[src/rtl/rv_core_pkg.sv]
// Shared core types: register index / data word types and the
// operand sequencer state encoding.
package rv_core_pkg;

  localparam int RV_XLEN       = 32;
  localparam int RV_NREGS_LOG2 = 5;

  typedef logic [RV_NREGS_LOG2-1:0] reg_idx_t;
  typedef logic [RV_XLEN-1:0]       word_t;

  // x0 is hard-wired zero; the sequencer never issues a write to it.
  localparam reg_idx_t REG_ZERO = '0;

  typedef enum logic [2:0] {
    ST_IDLE,
    ST_READ1,
    ST_READ2,
    ST_OPS,
    ST_WB,
    ST_DBG,
    ST_DBG_ACK
  } seq_state_e;

endpackage

[src/rtl/regfile_sequencer.sv]
// Time-multiplexes the single-port register file: two serial operand
// reads plus one writeback per instruction, and round-robin sharing of
// the port with a debug requester.
module regfile_sequencer
  import rv_core_pkg::*;
#(
  parameter int XLEN       = 32,
  parameter int NREGS_LOG2 = 5
) (
  input  logic                  clk,
  input  logic                  rst,
  // decoder request
  input  logic                  dec_valid,
  output logic                  dec_ready,
  input  logic [NREGS_LOG2-1:0] dec_rs1,
  input  logic [NREGS_LOG2-1:0] dec_rs2,
  // operands to ALU
  output logic                  op_valid,
  input  logic                  op_ready,
  output logic [XLEN-1:0]       op_a,
  output logic [XLEN-1:0]       op_b,
  // writeback
  input  logic                  wb_valid,
  output logic                  wb_ready,
  input  logic                  wb_en,
  input  logic [NREGS_LOG2-1:0] wb_rd,
  input  logic [XLEN-1:0]       wb_data,
  // debug access
  input  logic                  dbg_req,
  input  logic                  dbg_we,
  input  logic [NREGS_LOG2-1:0] dbg_idx,
  input  logic [XLEN-1:0]       dbg_wdata,
  output logic                  dbg_ack,
  output logic [XLEN-1:0]       dbg_rdata,
  // register file port
  output logic [NREGS_LOG2-1:0] rf_idx,
  output logic                  rf_write,
  output logic [XLEN-1:0]       rf_wdata,
  input  logic [XLEN-1:0]       rf_rdata
);

  localparam logic [NREGS_LOG2-1:0] IDX_ZERO = NREGS_LOG2'(REG_ZERO);

  seq_state_e            state_q, state_d;
  logic [NREGS_LOG2-1:0] rs1_q, rs1_d;
  logic [NREGS_LOG2-1:0] rs2_q, rs2_d;
  logic [NREGS_LOG2-1:0] dbg_idx_q, dbg_idx_d;
  logic                  dbg_we_q, dbg_we_d;
  logic [XLEN-1:0]       dbg_wdata_q, dbg_wdata_d;
  logic [XLEN-1:0]       op_a_q, op_a_d;
  logic [XLEN-1:0]       op_b_q, op_b_d;
  logic [XLEN-1:0]       dbg_rdata_q, dbg_rdata_d;
  // Set after a decoder grant so debug takes the next conflict; clear
  // after a debug grant (and out of reset) so the decoder takes it.
  logic                  last_dbg_q, last_dbg_d;
  logic                  op_valid_q, op_valid_d;
  logic                  wb_ready_q, wb_ready_d;
  logic                  dbg_ack_q, dbg_ack_d;
  logic                  dbg_wins;

  // Next-state, capture and register-file port decode for every state.
  always_comb begin
    // NOTE: every output of this block gets a default first, so no path
    // through the case can leave one unassigned and infer a latch.
    state_d     = state_q;
    rs1_d       = rs1_q;
    rs2_d       = rs2_q;
    dbg_idx_d   = dbg_idx_q;
    dbg_we_d    = dbg_we_q;
    dbg_wdata_d = dbg_wdata_q;
    op_a_d      = op_a_q;
    op_b_d      = op_b_q;
    dbg_rdata_d = dbg_rdata_q;
    last_dbg_d  = last_dbg_q;
    dec_ready   = 1'b0;
    rf_idx      = '0;
    rf_write    = 1'b0;
    rf_wdata    = '0;
    dbg_wins    = dbg_req && (!dec_valid || last_dbg_q);

    unique case (state_q)
      ST_IDLE: begin
        if (dbg_wins) begin
          dbg_idx_d   = dbg_idx;
          dbg_we_d    = dbg_we;
          dbg_wdata_d = dbg_wdata;
          last_dbg_d  = 1'b0;
          state_d     = ST_DBG;
        end else if (dec_valid) begin
          dec_ready  = 1'b1;
          rs1_d      = dec_rs1;
          rs2_d      = dec_rs2;
          last_dbg_d = 1'b1;
          state_d    = ST_READ1;
        end
      end
      ST_READ1: begin
        rf_idx  = rs1_q;
        op_a_d  = rf_rdata;
        state_d = ST_READ2;
      end
      ST_READ2: begin
        rf_idx  = rs2_q;
        op_b_d  = rf_rdata;
        state_d = ST_OPS;
      end
      ST_OPS: begin
        if (op_ready) state_d = ST_WB;
      end
      ST_WB: begin
        if (wb_valid) begin
          rf_idx   = wb_rd;
          rf_wdata = wb_data;
          rf_write = wb_en && (wb_rd != IDX_ZERO);
          state_d  = ST_IDLE;
        end
      end
      ST_DBG: begin
        rf_idx      = dbg_idx_q;
        rf_wdata    = dbg_wdata_q;
        rf_write    = dbg_we_q && (dbg_idx_q != IDX_ZERO);
        dbg_rdata_d = rf_rdata;  // value before this cycle's write lands
        state_d     = ST_DBG_ACK;
      end
      ST_DBG_ACK: state_d = ST_IDLE;
      default:    state_d = ST_IDLE;
    endcase

    op_valid_d = (state_d == ST_OPS);
    wb_ready_d = (state_d == ST_WB);
    dbg_ack_d  = (state_d == ST_DBG_ACK);
  end

  // State, captured operands and registered handshake outputs.
  always_ff @(posedge clk or posedge rst) begin
    // NOTE: sequential state uses non-blocking assignments so every flop
    // samples the pre-edge value regardless of statement order.
    if (rst) begin
      state_q     <= ST_IDLE;
      rs1_q       <= '0;
      rs2_q       <= '0;
      dbg_idx_q   <= '0;
      dbg_we_q    <= 1'b0;
      dbg_wdata_q <= '0;
      op_a_q      <= '0;
      op_b_q      <= '0;
      dbg_rdata_q <= '0;
      last_dbg_q  <= 1'b0;
      op_valid_q  <= 1'b0;
      wb_ready_q  <= 1'b0;
      dbg_ack_q   <= 1'b0;
    end else begin
      state_q     <= state_d;
      rs1_q       <= rs1_d;
      rs2_q       <= rs2_d;
      dbg_idx_q   <= dbg_idx_d;
      dbg_we_q    <= dbg_we_d;
      dbg_wdata_q <= dbg_wdata_d;
      op_a_q      <= op_a_d;
      op_b_q      <= op_b_d;
      dbg_rdata_q <= dbg_rdata_d;
      last_dbg_q  <= last_dbg_d;
      op_valid_q  <= op_valid_d;
      wb_ready_q  <= wb_ready_d;
      dbg_ack_q   <= dbg_ack_d;
    end
  end

  assign op_valid  = op_valid_q;
  assign wb_ready  = wb_ready_q;
  assign dbg_ack   = dbg_ack_q;
  assign op_a      = op_a_q;
  assign op_b      = op_b_q;
  assign dbg_rdata = dbg_rdata_q;

endmodule
[config.mk]
export PLATFORM = sky130hd
export DESIGN_NAME = regfile_sequencer
export DESIGN_NICKNAME = d
export VERILOG_FILES = /design/src/rtl/rv_core_pkg.sv /design/src/rtl/regfile_sequencer.sv
export SDC_FILE = /design/constraint.sdc
export NUM_CORES = 1
export LEC_CHECK = 0
export ABC_AREA = 1
export ABC_CLOCK_PERIOD_IN_PS = 5600
export BUFFER_PORTS_ARGS = -buffer_cell sky130_fd_sc_hd__buf_2
export CORE_MARGIN = 2
export CORE_UTILIZATION = 48
export CTS_CLUSTER_SIZE = 20
export DETAILED_ROUTE_END_ITERATION = 10
export HOLD_SLACK_MARGIN = 0.05
export PLACE_DENSITY = 0.86
export SLEW_MARGIN = 5
export SYNTH_ARGS = -nofsm -noshare
export SYNTH_HDL_FRONTEND = slang
export SYNTH_SLANG_ARGS = --single-unit
[constraint.sdc]
create_clock -name clk -period 5.6 [get_ports clk]
set_clock_uncertainty 0.05 [all_clocks]
set_input_delay 0.28 -clock clk [delete_from_list [all_inputs] [get_ports clk]]
set_output_delay 0.28 -clock clk [all_outputs]
set_load 0.1 [all_outputs]
Yosys cells after proc, flatten, opt, wreduce, memory -nomap -nowiden

Cells that the tools add are included.

Equality and inequality tests: 8
Muxes and demuxes: 16
Bitwise logic cells: 1
Reductions and logical operators: 12

Operator list:

| kind                                                | count |
|---|---|
| one-hot mux 32 bit (2 select lines)                 | 1 |
| two-way mux 32 bit                                  | 1 |
| one-hot mux 5 bit (4 select lines)                  | 1 |
| one-hot mux 3 bit (6 select lines)                  | 1 |
| equality test 3 bit, second input constant          | 4 |
| two-way mux 3 bit                                   | 4 |
| nonzero test 5 bit                                  | 2 |
| equality test 3 x 2 -> 1 bit, second input constant | 3 |
| two-way mux 1 bit                                   | 6 |
| two-way mux 5 bit                                   | 1 |
| AND reduction 2 bit                                 | 2 |
| equality test 3 x 1 -> 1 bit, second input constant | 1 |
| logical AND 1 bit                                   | 3 |
| logical NOT 3 bit                                   | 1 |
| AND reduction 3 bit                                 | 1 |
| one-hot mux 1 bit (2 select lines)                  | 1 |
| nonzero test 2 bit                                  | 1 |
| logical NOT 1 bit                                   | 1 |
| logical OR 1 bit                                    | 1 |
| NOT 1 bit                                           | 1 |

Word-level logic and storage cells: 50
Bits in registers: 151
Input port bits: 124
Output and inout bits: 138

Depth between registers and ports, before layout

Gate-level depths: netlist (run 1).

Depth after elaboration: 6
Mapped depth: 9
Depth with buffers taken out: 7

Worst setup path after synthesis (run 1)

No wires, ideal clock.

Kind: register -> output
Start: register state_q[0]
End: output rf_wdata[10]
Path slack: 2.185 ns
Required time: 5.270 ns
Path buffers: 2
Arrival: 3.085 ns
Cell stages (with the launch flop): 5
Path through: dfrtp_1 -> nand3_2 -> buf_2 -> buf_2 -> o21ai_0

Longest elaborated chain between the ends: 2
Elaborated cells on any way between the ends: 3
Classes of those cells: eq/ne: 2; mux: 1

RTL lines:

| element                                 | line                     | text |
|---|---|---|
| start, declared                         | regfile_sequencer.sv:44  | `seq_state_e state_q, state_d;` |
| start signal, assigned                  | regfile_sequencer.sv:153 | `state_q <= state_d;` |
| equality test 3 bit                     | regfile_sequencer.sv:81  | `unique case (state_q)` |
| one-hot mux 32 bit (2 select lines) (*) | regfile_sequencer.sv:81  |  |
| end, declared                           | regfile_sequencer.sv:38  | `output logic [XLEN-1:0] rf_wdata,` |

Mark *: on every way between the ends. The rest lies on a longest branch, timed or not.

Worst setup path in the final report (run 1)

Start: register state_q[0]
End: output rf_wdata[31]

Same word-level chain as after synthesis.

==> results.md, run 1 <==
Run status:
- The run finished, with violations left.
- The checks that failed: negative hold slack.

Clock network:
- The latest clock arrival within the worst-skew pair is 0.41 ns.
- The root buffer cell is sky130_fd_sc_hd__clkbuf_16.
- Clock-pin slew was measured on the worst setup and hold paths at ~0.06 ns.
- Buffers inserted during clock tree synthesis total 17.
- The H-tree generated during clock tree synthesis spans 4 levels.
- The tree built by TritonCTS fans out to about 150 sinks.
- The post-CTS resize count is 0.
- Counting along the longest clock path gives a buffer depth of 2.
- TritonCTS built the clock tree.

STA:
- For this run, the top clock speed supported by timing is about 340 MHz.
- Setup repair after global routing left no endpoint under its margin.
- The number of failing setup endpoints in the final timing report is 0.
- Counting I/O delays and the setup requirement, the final critical path takes roughly 3 ns.
- The worst-case hold slack is -0.000876 ns.
- For the final routed database, the setup TNS stands at 0 ns.
- The count of pins over their slew limit is 0.
- At the pin with the least slew margin, the transition time is approximately 1.1 ns.
- The final worst-path cycle share is between 50% and 60%.
- Measured against its own limit, the worst slew margin works out to around a quarter.
- The hold violation total from the final report is 1.

Yosys:
- Yosys mapped the design onto 17 distinct sky130hd cell types.
- The sequential share of the synthesized area is between 60% and 70%.
- Counting flops and latches in the post-synthesis netlist gives about 150.
- Counting every instance in the synthesized netlist gives 714.
- The Yosys step of the flow raised 0 warnings.
- The mean instance size in the synthesized netlist is 8.62 µm².
- The net count after synthesis is 838.
- After synthesis the cells add up to just over 6000 µm².

Worst setup path:
- Data on the critical path is required at its endpoint by between 5 and 6 ns.
- Traced cell by cell, the critical path runs through nor2_4, nand2_1, nor2_4, nand2_1, nand2_1, buf_2.
- The kind of end point of the critical path is an output pin.
- The worst endpoint data arrival time is between 2 and 3 ns.
- On the worst path, the slowest cell contributes a delay of ~0.65 ns.
- The worst setup path is launched from a flip-flop.
- The cell at the slowest stage of the critical path is sky130_fd_sc_hd__nor2_4.
- The type of the worst setup path is flip-flop to output pin.
- The cell seen most often among critical-path stages is sky130_fd_sc_hd__nand2_1.
- The largest driver fanout on the critical path is 36.

Min path:
- The path class of the tightest hold or removal check is input port to async pin.

Finish:
- The net count of the finished layout is ~1100.
- The final core utilization is between 60% and 70%.
- From synthesis to final layout, the design area changed by 38.8%.
- 0 antenna diodes ended up in the layout.
- The ratio of cells with drive above 1 in the final layout is approximately 30%.
- The finished cells cover 8550 µm².
- The finished layout holds 1189 standard cells, fillers aside.

Floorplan:
- The die is about 120 µm wide.
- The total I/O pin count is roughly 260.
- The die height is ~120 µm.
- The overall die area is 13700 µm².
- In this run the standard cell core region covers 12600 µm².
- Row generation in the floorplan step produced 41 rows.
- Once the floorplan was initialized, standard cells occupied between 40% and 50% of the core.

Route:
- After detailed routing, no signal wire sits above met4.
- The detailed router placed a little under 6000 vias in this run.
- Dividing the detail-routed wire length by the instance count gives approximately 15 µm.
- The length of routed wiring on met1 is a little over 7000 µm.
- For this block, the initial DRC count from the detailed router was between 400 and 500.
- After detailed routing, the number of remaining DRC violations is 0.
- The first TritonRoute pass finished after 5 iterations.
- The total routed wirelength is around 18000 µm.
- The sum of met3 wire segment lengths after detailed routing is 1240 µm.
- The number of nets with antenna violations after routing is 0.
- The via density per instance is roughly 5.
- The amount of wire on met2 after detailed routing is 9030 µm.

Global routing:
- The pin count of the biggest net entering global routing is 114.
- The first global-routing pass estimated around 28000 µm of wire.
- The total grt overflow is 0.
- The number of global-route vias before repair came to approximately 5700.
- Global routing consumed, over all layers together, 26.5% of the routing resources.
- The initial antenna violation count is 0.

Place:
- Port buffering added 261 buffers.
- After legalization and detailed placement, the total HPWL measured between 10000 and 15000 µm.
- Routability-driven placement finished with a final weighted congestion of 0.820.
- The total placed instance area is around 7500 µm².
- After detailed placement, the design holds a cell count of 1114.

Run:
- Across the run, the number of max-cap violations was 0.
worst max-delay path: cells and delay by family (launching register included):
family	cells	cell delay [ns]
and+or+nand+nor	5	1.25
buffers and inverters	1	0.44
DFF	1	0.48
Yosys cell counts, drive strengths merged:
cell type | number | share of area (%)
buf | 30 | 2.5
clkbuf | 5 | 0.30
dfrtp | 151 | 61
inv | 56 | 3.4
nand2 | 325 | 20
nand3 | 7 | 0.65
nand4 | 7 | 0.71
nor2 | 11 | 1.3
nor3 | 2 | 0.16
o21ai | 119 | 9.7
or2 | 1 | 0.10
flip-flops by register name, indices dropped and copies added, names as in the netlist, 3 cells and up:
register	cells
dbg_rdata	32
dbg_wdata_q	32
op_a	32
op_b	32
dbg_idx_q	5
rs1_q	5
rs2_q	5
state_q	3
through the flow:
step	setup WS [ns]	hold WS, ns
floorplan	1.21	0.340
global placement	3.26	0.404
detailed placement	3.19	0.411
CTS	2.74	0.0647
global route	2.52	0.0803
finish	2.65	-0.000876
cells in the final DEF (no fill, tap or decap):
cell type,synthesis,layout
sky130_fd_sc_hd__nand2_1,324,324
sky130_fd_sc_hd__buf_2,29,261
sky130_fd_sc_hd__dfrtp_1,151,151
sky130_fd_sc_hd__o21ai_0,85,85
sky130_fd_sc_hd__inv_1,51,50
sky130_fd_sc_hd__dlygate4sd3_1,0,47
sky130_fd_sc_hd__o21ai_1,34,34
sky130_fd_sc_hd__clkbuf_16,0,17
sky130_fd_sc_hd__nand4_1,7,7
sky130_fd_sc_hd__nor2_1,6,6
sky130_fd_sc_hd__nand3_1,6,6
sky130_fd_sc_hd__inv_2,5,5
sky130_fd_sc_hd__nor2_4,5,5
sky130_fd_sc_hd__clkbuf_8,0,5
sky130_fd_sc_hd__clkbuf_1,5,3
sky130_fd_sc_hd__nor3_1,2,2
sky130_fd_sc_hd__buf_4,1,2
sky130_fd_sc_hd__nand2_2,1,1
sky130_fd_sc_hd__nand3_2,1,1
sky130_fd_sc_hd__or2_2,1,1
sky130_fd_sc_hd__inv_6,0,1
sky130_fd_sc_hd__clkinv_2,0,1
sky130_fd_sc_hd__clkinvlp_4,0,1
sky130_fd_sc_hd__bufinv_16,0,1
path summary, 6_finish.rpt:
kind | from | depth (start not counted) | slack, ns | to
max | state_q[0] | 6 | 2.65 | rf_wdata[31]
min | rst | 2 | -0.0009 | op_b[4]
max reg2reg | state_q[0] | 6 | 3.10 | dbg_wdata_q[13]
min reg2reg | dbg_wdata_q[23] | 2 | 0.42 | dbg_wdata_q[23]
max in group asynchronous | rst | 3 | 4.39 | dbg_wdata_q[29]
min in group clk | dbg_wdata[5] | 3 | 0.08 | dbg_wdata_q[5]
area by class of cell:
class | count | area, µm²
clock inverter | 3 | 42.5
tap | 172 | 215
inverter | 56 | 215
fill | 965 | 4020
multi-input combinational | 472 | 2000
sequential | 151 | 3780
timing repair buffer | 310 | 1790
clock buffer | 25 | 505
metal layers:
layer	up-vias	global-route usage [%]
met5	-	0
met4	0	11.7
met3	63	6.54
met2	295	44.5
met1	2787	32.8
li1	2805	-
timing repair:
action | in CTS | in global routing
hold buffers | 47 | 0
hold endpoints to repair | 47 | 0
setup buffers | 0 | 0
cells by family (layout without fill, tap and decap cells):
logic type / after synthesis / count (layout) / synth area share (%)
and+or+nand+nor: 353 / 353 / 22.8
DFF: 151 / 151 / 61.4
AOI/OAI and AO/OA: 119 / 119 / 9.67
buffers and inverters: 91 / 394 / 6.20
Power of run 1 is left out: the tool's default activity adds up to more than one toggle a clock period on the data nets, which glitch-free logic cannot reach.
==> inputs of run 2 (changes only) <==
Settings changed: ABC_AREA 1 to 0, ABC_CLOCK_PERIOD_IN_PS 5600 to 2770.
Clock period 5.6 ns to 2.77 ns, I/O delays scaled along.
==> results.md, run 2 <==
Floorplan:
- The overall die area is 13900 µm² (+1.3%).
- The area of the core region came to 12700 µm² (+0.82%).
- The x dimension of the die was 118 µm (+0.64%).
- The die height is 118 µm (+0.64%).
- The total I/O pin count is 262 (unchanged).
- The starting density of the core is 49.2% (+0.26 points).
- The number of placement rows is 41 (unchanged).

Yosys:
- The fraction of registers with async set/reset is 100% (unchanged).
- The mean instance size in the synthesized netlist is 15.6 µm² (+81%).
- The share of the synthesized area in the top cell type was 60.6% (-0.81 points).
- The yosys synthesis warning count is 0 (unchanged).
- The instance count of the mapped netlist was 399 (-44%).
- The flip-flop cell with the highest count after synthesis is sky130_fd_sc_hd__dfrtp_1.
- Ranked by total cell area, the synthesized netlist is headed by sky130_fd_sc_hd__dfrtp_1 (61%), sky130_fd_sc_hd__mux2_2 (24%), sky130_fd_sc_hd__a22o_1 (4.5%).
- The count of state elements after synthesis was 151 (unchanged).
- The net count after synthesis is 523 (-38%).
- The most used standard cell by instance count after synthesis is sky130_fd_sc_hd__dfrtp_1.
- The sequential share of the synthesized area is 60.6% (-0.81 points).
- By count the netlist is led by sky130_fd_sc_hd__dfrtp_1 (151), sky130_fd_sc_hd__mux2_2 (133), sky130_fd_sc_hd__a22o_1 (32).
- The largest area contributor in the synthesized netlist is sky130_fd_sc_hd__dfrtp_1.
- The number of synthesized flops with an enable pin came to 0 (unchanged).
- The netlist area before placement came to 6240 µm² (+1.3%).
- The distinct cell type count of the synthesized netlist is 31 (+14).

Finish:
- The layout net count is 874 (-23%).
- The antenna diode count is 0 (unchanged).
- The library cell used most frequently in the layout, excluding fill and tap cells, is sky130_fd_sc_hd__buf_2.
- The filler cell count is 807 (-16%).
- In the layout the commonest cells are sky130_fd_sc_hd__buf_2 (255), sky130_fd_sc_hd__dfrtp_1 (151), sky130_fd_sc_hd__mux2_2 (133), sky130_fd_sc_hd__dlygate4sd3_1 (85), sky130_fd_sc_hd__a22o_1 (32).
- The area growth from synthesis to layout is 47.9%.
- The ratio of cells with drive above 1 in the final layout is 59.2% (+30 points).

Worst setup path:
- The type of the worst setup path is flip-flop to output pin.
- The setup slack of the most critical reg-to-reg path came to 0.61 ns (-2.49 ns).
- The cell depth of the worst flop-to-flop path was 3 (-3).
- The largest driver fanout on the critical path was 26 (-28%).
- STA classifies the critical path startpoint as a flip-flop.
- The required arrival time at the worst endpoint is 2.58 ns (-2.69 ns).
- The worst endpoint data arrival time was 2.47 ns (-0.15 ns).
- The worst setup path is captured at an output pin.
- The terminus of the critical flop-to-flop path is dbg_rdata[5].
- The reg-to-reg critical path startpoint is state_q[0].

Place:
- The global placer's final weighted congestion is 0.815 (-0.65%).
- The HPWL reported at the end of detailed placement is 10700 µm (-7.2%).
- The setup slack at placement is 0.581 ns (-2.61 ns).
- The number of port buffers is 261 (unchanged).

Global routing:
- The global routing usage summed across all routing layers is 25.3% (-1.2 points).
- met2 is the most crowded layer.
- The number of global-route vias before repair is 5362 (-6.5%).
- The pin count of the biggest net entering global routing is 60 (-47%).
- The total grt overflow is 0 (unchanged).
- The met2 global-route usage came to 44.9% (+0.43 points).
- The global-route track usage on met3 is 5.52% (-1.0 points).
- The initial antenna violation count came to 0 (unchanged).
- The global-route wire length before repair is 27400 µm (-1.2%).
- The met1 demand-to-capacity share in global routing is 27.9% (-4.8 points).

STA:
- The clock period minus worst slack is between 2 and 3 ns.
- The setup TNS after final layout is 0 ns (unchanged).
- The number of failing setup endpoints in the final timing report came to 0 (unchanged).
- The count of pins over their slew limit came to 0 (unchanged).
- The hold violation total from the final report is 0 (-1).
- The worst slew margin relative to its limit was 55.3% (+30 points).
- The worst path uses 96.1% of the clock period.
- Setup repair after global routing left no endpoint under its margin.
- The transition at the pin with the smallest max-transition slack is 0.670 ns (-0.452 ns).
- The maximum frequency from static timing analysis is ~380 MHz.
- The final worst-path setup slack came to 0.107 ns (-2.54 ns).

Clock network:
- The clock transition at the registers of the reported paths is 0.06 ns (about the same).
- The number of H-tree levels is 4 (unchanged).
- The latest clock arrival within the worst-skew pair is 0.42 ns (about the same).
- Clock tree synthesis selected as its root buffer the cell sky130_fd_sc_hd__clkbuf_16.
- The TritonCTS clock tree is yes.
- The post-CTS resize count came to 0 (unchanged).
- The number of buffers on the longest clock path is 2 (unchanged).
- The number of CTS-inserted buffers is 17 (unchanged).
- The number of clock sinks is 151 (unchanged).

Min path:
- The class of the tightest hold or removal check is input port to flip-flop.
- The path with the worst hold slack has its endpoint at state_q[0].
- The worst hold path was traced through 4 stages.
- The launch instance of the worst min-delay path is dec_valid.

Run status:
- The flow ran to the end, and the final reports show no timing, DRC or antenna violations.

Route:
- The number of detailed-route iterations in the first pass is 4 (-1).
- The total routed wirelength is 17600 µm (-2.5%).
- The number of design-rule violations left by the first detailed-router iteration is 246 (-42%).
- The wire length per cell after detailed routing is 18.8 µm (+24%).
- The number of nets with antenna violations after routing is 0 (unchanged).
- The remaining routing DRC violations came to 0 (unchanged).
- The via density per instance was 5.21 (+4.1%).
- The count of vias placed by the detailed router came to 4873 (-18%).

Run:
- The max capacitance violation total is 0 (unchanged).
==> run 2: cell type report <==
cell class,count,area [µm²],area share [%]
multi-input cells,222,2270,24.7
well taps,172,215,2.33
clock buffers,19,443,4.80
clock inverters,13,145,1.57
inverters,2,11.3,0.122
flip-flops and latches,151,3780,40.9
repair buffers,356,2360,25.6
==> run 2: timing repair <==
| action | in CTS | in global routing |
|---|---|---|
| hold buffers | 85 | 0 |
| setup buffers | 0 | 0 |
| hold endpoints to repair | 256 | 0 |
==> run 2: worst max-delay path: stages (launching register included) <==
cell	delay, ns
sky130_fd_sc_hd__dfrtp_1	0.51
sky130_fd_sc_hd__and4bb_2	0.54
sky130_fd_sc_hd__buf_4	0.34
sky130_fd_sc_hd__a22o_1	0.21
sky130_fd_sc_hd__buf_2	0.45
==> run 2: cell families (layout without fill, tap and decap cells) <==
group                  after synthesis  count (layout)  synth area share (%)
multiplexers                       149             149                  27.2
AND/OR/NAND/NOR                     28              28                  2.89
AO/OA/AOI/OAI                       45              45                  6.32
flip-flops                         151             151                  60.6
buffers and inverters               26             390                  3.09
==> run 2: layer usage <==
layer / part of all wire [%] / routed length (µm)
met3: 4.5 / 796
met4: 4.5 / 798
met5: 0 / 0
met2: 53 / 9250
met1: 38 / 6720
==> run 2: metrics by stage <==
stage	std cells	hold WS (ns)	util (%)	cell area, µm²
floorplan	399	0.193	-	6240
global placement	818	0.0886	61.5	7790
detailed placement	818	0.0872	61.5	7790
CTS	935	0.100	72.8	9230
global route	935	0.116	72.8	9230
finish	935	0.119	72.8	9230
==> run 2: worst max-delay path by stage <==
stage	from	to	slack, ns	cells past startpoint
after floorplan	rst	dbg_ack	0.68	1
after global placement	state_q[0]	rf_wdata[19]	0.69	4
after detailed placement	state_q[0]	rf_wdata[25]	0.58	4
after CTS	state_q[0]	rf_wdata[14]	0.11	4
after global routing	state_q[0]	rf_wdata[29]	0.01	4
final	state_q[0]	rf_wdata[29]	0.11	4
Power of run 2 is left out for the same reason.
==> inputs of run 3 (changes only) <==
Settings changed: RECOVER_POWER set to 50.
==> results.md, run 3 (synthesized netlist as in run 2, its figures left out) <==
Run status:
- The run finished with clean final reports.

Clock network:
- The TritonCTS clock tree is yes.
- The number of CTS-inserted buffers is 17 (unchanged).
- The latest clock arrival within the worst-skew pair is 0.41 ns (about the same).
- The buffer count from post-CTS setup fixing came to 0 (unchanged).
- The post-CTS resize count was 0 (unchanged).
- The number of clock sinks is 151 (unchanged).
- The number of H-tree levels was 4 (unchanged).
- The clock transition at the registers of the reported paths came to 0.06 ns (about the same).
- The number of buffers on the longest clock path is 2 (unchanged).
- The tree is rooted in a sky130_fd_sc_hd__clkbuf_16.
- The hold-fix buffer count after cts came to 85 (unchanged).

Global routing:
- The global routing usage summed across all routing layers is 25.3% (unchanged).
- The global-route wire length before repair was 27400 µm (unchanged).
- The number of global-route vias before repair was 5362 (unchanged).
- The pin count of the biggest net entering global routing was 60 (unchanged).
- The initial antenna violation count is 0 (unchanged).
- The total grt overflow was 0 (unchanged).

Worst setup path:
- The worst stage delay on the critical path is 0.54 ns (about the same).
- The cell at the slowest stage of the critical path is sky130_fd_sc_hd__and4bb_2.
- The worst setup path is launched from a flip-flop.
- The number of buffers and inverters on the critical path was 2 (unchanged).
- The kind of end point of the critical path is an output pin.
- The cell family contributing the most delay on the critical path is buffers and inverters.
- The largest driver fanout on the critical path came to 26 (unchanged).
- The worst endpoint data arrival time was 2.48 ns (about the same).
- The setup path with the least slack is of type flip-flop to output pin.
- The required arrival time at the worst endpoint is 2.58 ns (about the same).
- Walking the worst path, the cells encountered are and4bb_2, buf_4, a22o_1, buf_2.

Run:
- The max capacitance violation total is 0 (unchanged).

STA:
- The final worst-path cycle share is 96.2% (about the same).
- The setup TNS after final layout is 0 ns (unchanged).
- Setup repair after global routing left no endpoint under its margin.
- The clock period minus worst slack is 2.66 ns (+0.000898 ns).
- The count of pins over their slew limit is 0 (unchanged).
- The number of failing setup endpoints in the final timing report came to 0 (unchanged).
- The hold violation total from the final report is 0 (unchanged).
- The maximum frequency from static timing analysis came to 375 MHz (about the same).
- The worst slew margin relative to its limit came to 6.51% (-49 points).
- The transition at the pin with the smallest max-transition slack came to 1.40 ns (+0.732 ns).

Route:
- The number of design-rule violations left by the first detailed-router iteration is 239 (-2.8%).
- The remaining routing DRC violations is 0 (unchanged).
- The number of nets with antenna violations after routing is 0 (unchanged).
- The wire length per cell after detailed routing was 18.8 µm (+0.14%).
- The number of detailed-route iterations in the first pass is 4 (unchanged).
- The total routed wirelength is 17600 µm (+0.14%).
- The via density per instance is 5.24 (+0.51%).
- The count of vias placed by the detailed router is 4898 (+0.51%).

Min path:
- The class of the tightest hold or removal check is input port to flip-flop.

Floorplan:
- The starting density of the core is 49.2% (unchanged).
- The die height is 118 µm (unchanged).
- The number of placement rows is 41 (unchanged).
- The overall die area is 13900 µm² (unchanged).
- The area of the core region was 12700 µm² (unchanged).
- The x dimension of the die is 118 µm (unchanged).
- The total I/O pin count is 262 (unchanged).

Finish:
- The filler cell count is 849 (+5.2%).
- In the layout the commonest cells are sky130_fd_sc_hd__buf_2 (188), sky130_fd_sc_hd__dfrtp_1 (151), sky130_fd_sc_hd__mux2_2 (133), sky130_fd_sc_hd__dlygate4sd3_1 (85), sky130_fd_sc_hd__clkbuf_1 (68).
- The library cell used most frequently in the layout, excluding fill and tap cells, is sky130_fd_sc_hd__buf_2.
- The layout net count is 874 (unchanged).
- Compared with the post-synthesis result, the final layout area differs by 45.9%.
- The antenna diode count is 0 (unchanged).
- The ratio of cells with drive above 1 in the final layout is 50.3% (-8.9 points).

Place:
- The number of port buffers is 261 (unchanged).
- The HPWL reported at the end of detailed placement is 10700 µm (unchanged).
- The global placer's final weighted congestion came to 0.815 (unchanged).
## run 3: changes by cell type in the layout (fill, tap and decap cells not counted), sizes merged
cell / before / now
buf: 271 / 201
clkbuf: 19 / 89
## run 3: through the flow
stage	hold slack, ns	setup WS (ns)	std cells	instance area, µm²	util (%)
final	0.120	0.106	935	9110	71.9
after global routing	0.116	0.0129	935	9110	71.9
after CTS	0.100	0.111	935	9230	72.8
after detailed placement	0.0872	0.581	818	7790	61.5
after global placement	0.0886	0.694	818	7790	61.5
after floorplan	0.193	0.679	399	6240	-
## run 3: routing by layer
| layer | vias up | GRT usage [%] | wire (µm) |
|---|---|---|---|
| li1 | 2172 | - | - |
| met1 | 2462 | 27.9 | 6750 |
| met2 | 204 | 44.9 | 9310 |
| met3 | 60 | 5.52 | 724 |
| met4 | 0 | 14.4 | 805 |
| met5 | - | 0 | 0 |
## run 3: area by class of cell
cell class,count,area (µm²),share of cell area (%)
Inverter,2,8.76,0.0962
Clock inverter,13,145,1.59
Clock buffer,19,443,4.86
Sequential cell,151,3780,41.5
Timing Repair Buffer,356,2240,24.6
Multi-Input combinational cell,222,2270,25.0
Tap cell,172,215,2.36
## run 3: path summary, 6_finish.rpt
check                      slack (ns)            end  depth (start not counted)  startpoint
max                              0.11   rf_wdata[29]                          4  state_q[0]
min                              0.12     state_q[0]                          4   dec_valid
max reg2reg                      0.61   dbg_rdata[5]                          3  state_q[0]
min reg2reg                      0.44       op_a[22]                          1    op_a[22]
max in group asynchronous        0.68   dbg_rdata[6]                          4         rst
min in group asynchronous        0.27  dbg_rdata[14]                          3         rst
## run 3: tightest hold or removal path, stage by stage
cell                        delay (ns)
sky130_fd_sc_hd__buf_2            0.12
sky130_fd_sc_hd__nor2_1           0.07
sky130_fd_sc_hd__a2bb2oi_1        0.12
sky130_fd_sc_hd__nor2_1           0.09
Power of run 3 is left out for the same reason.
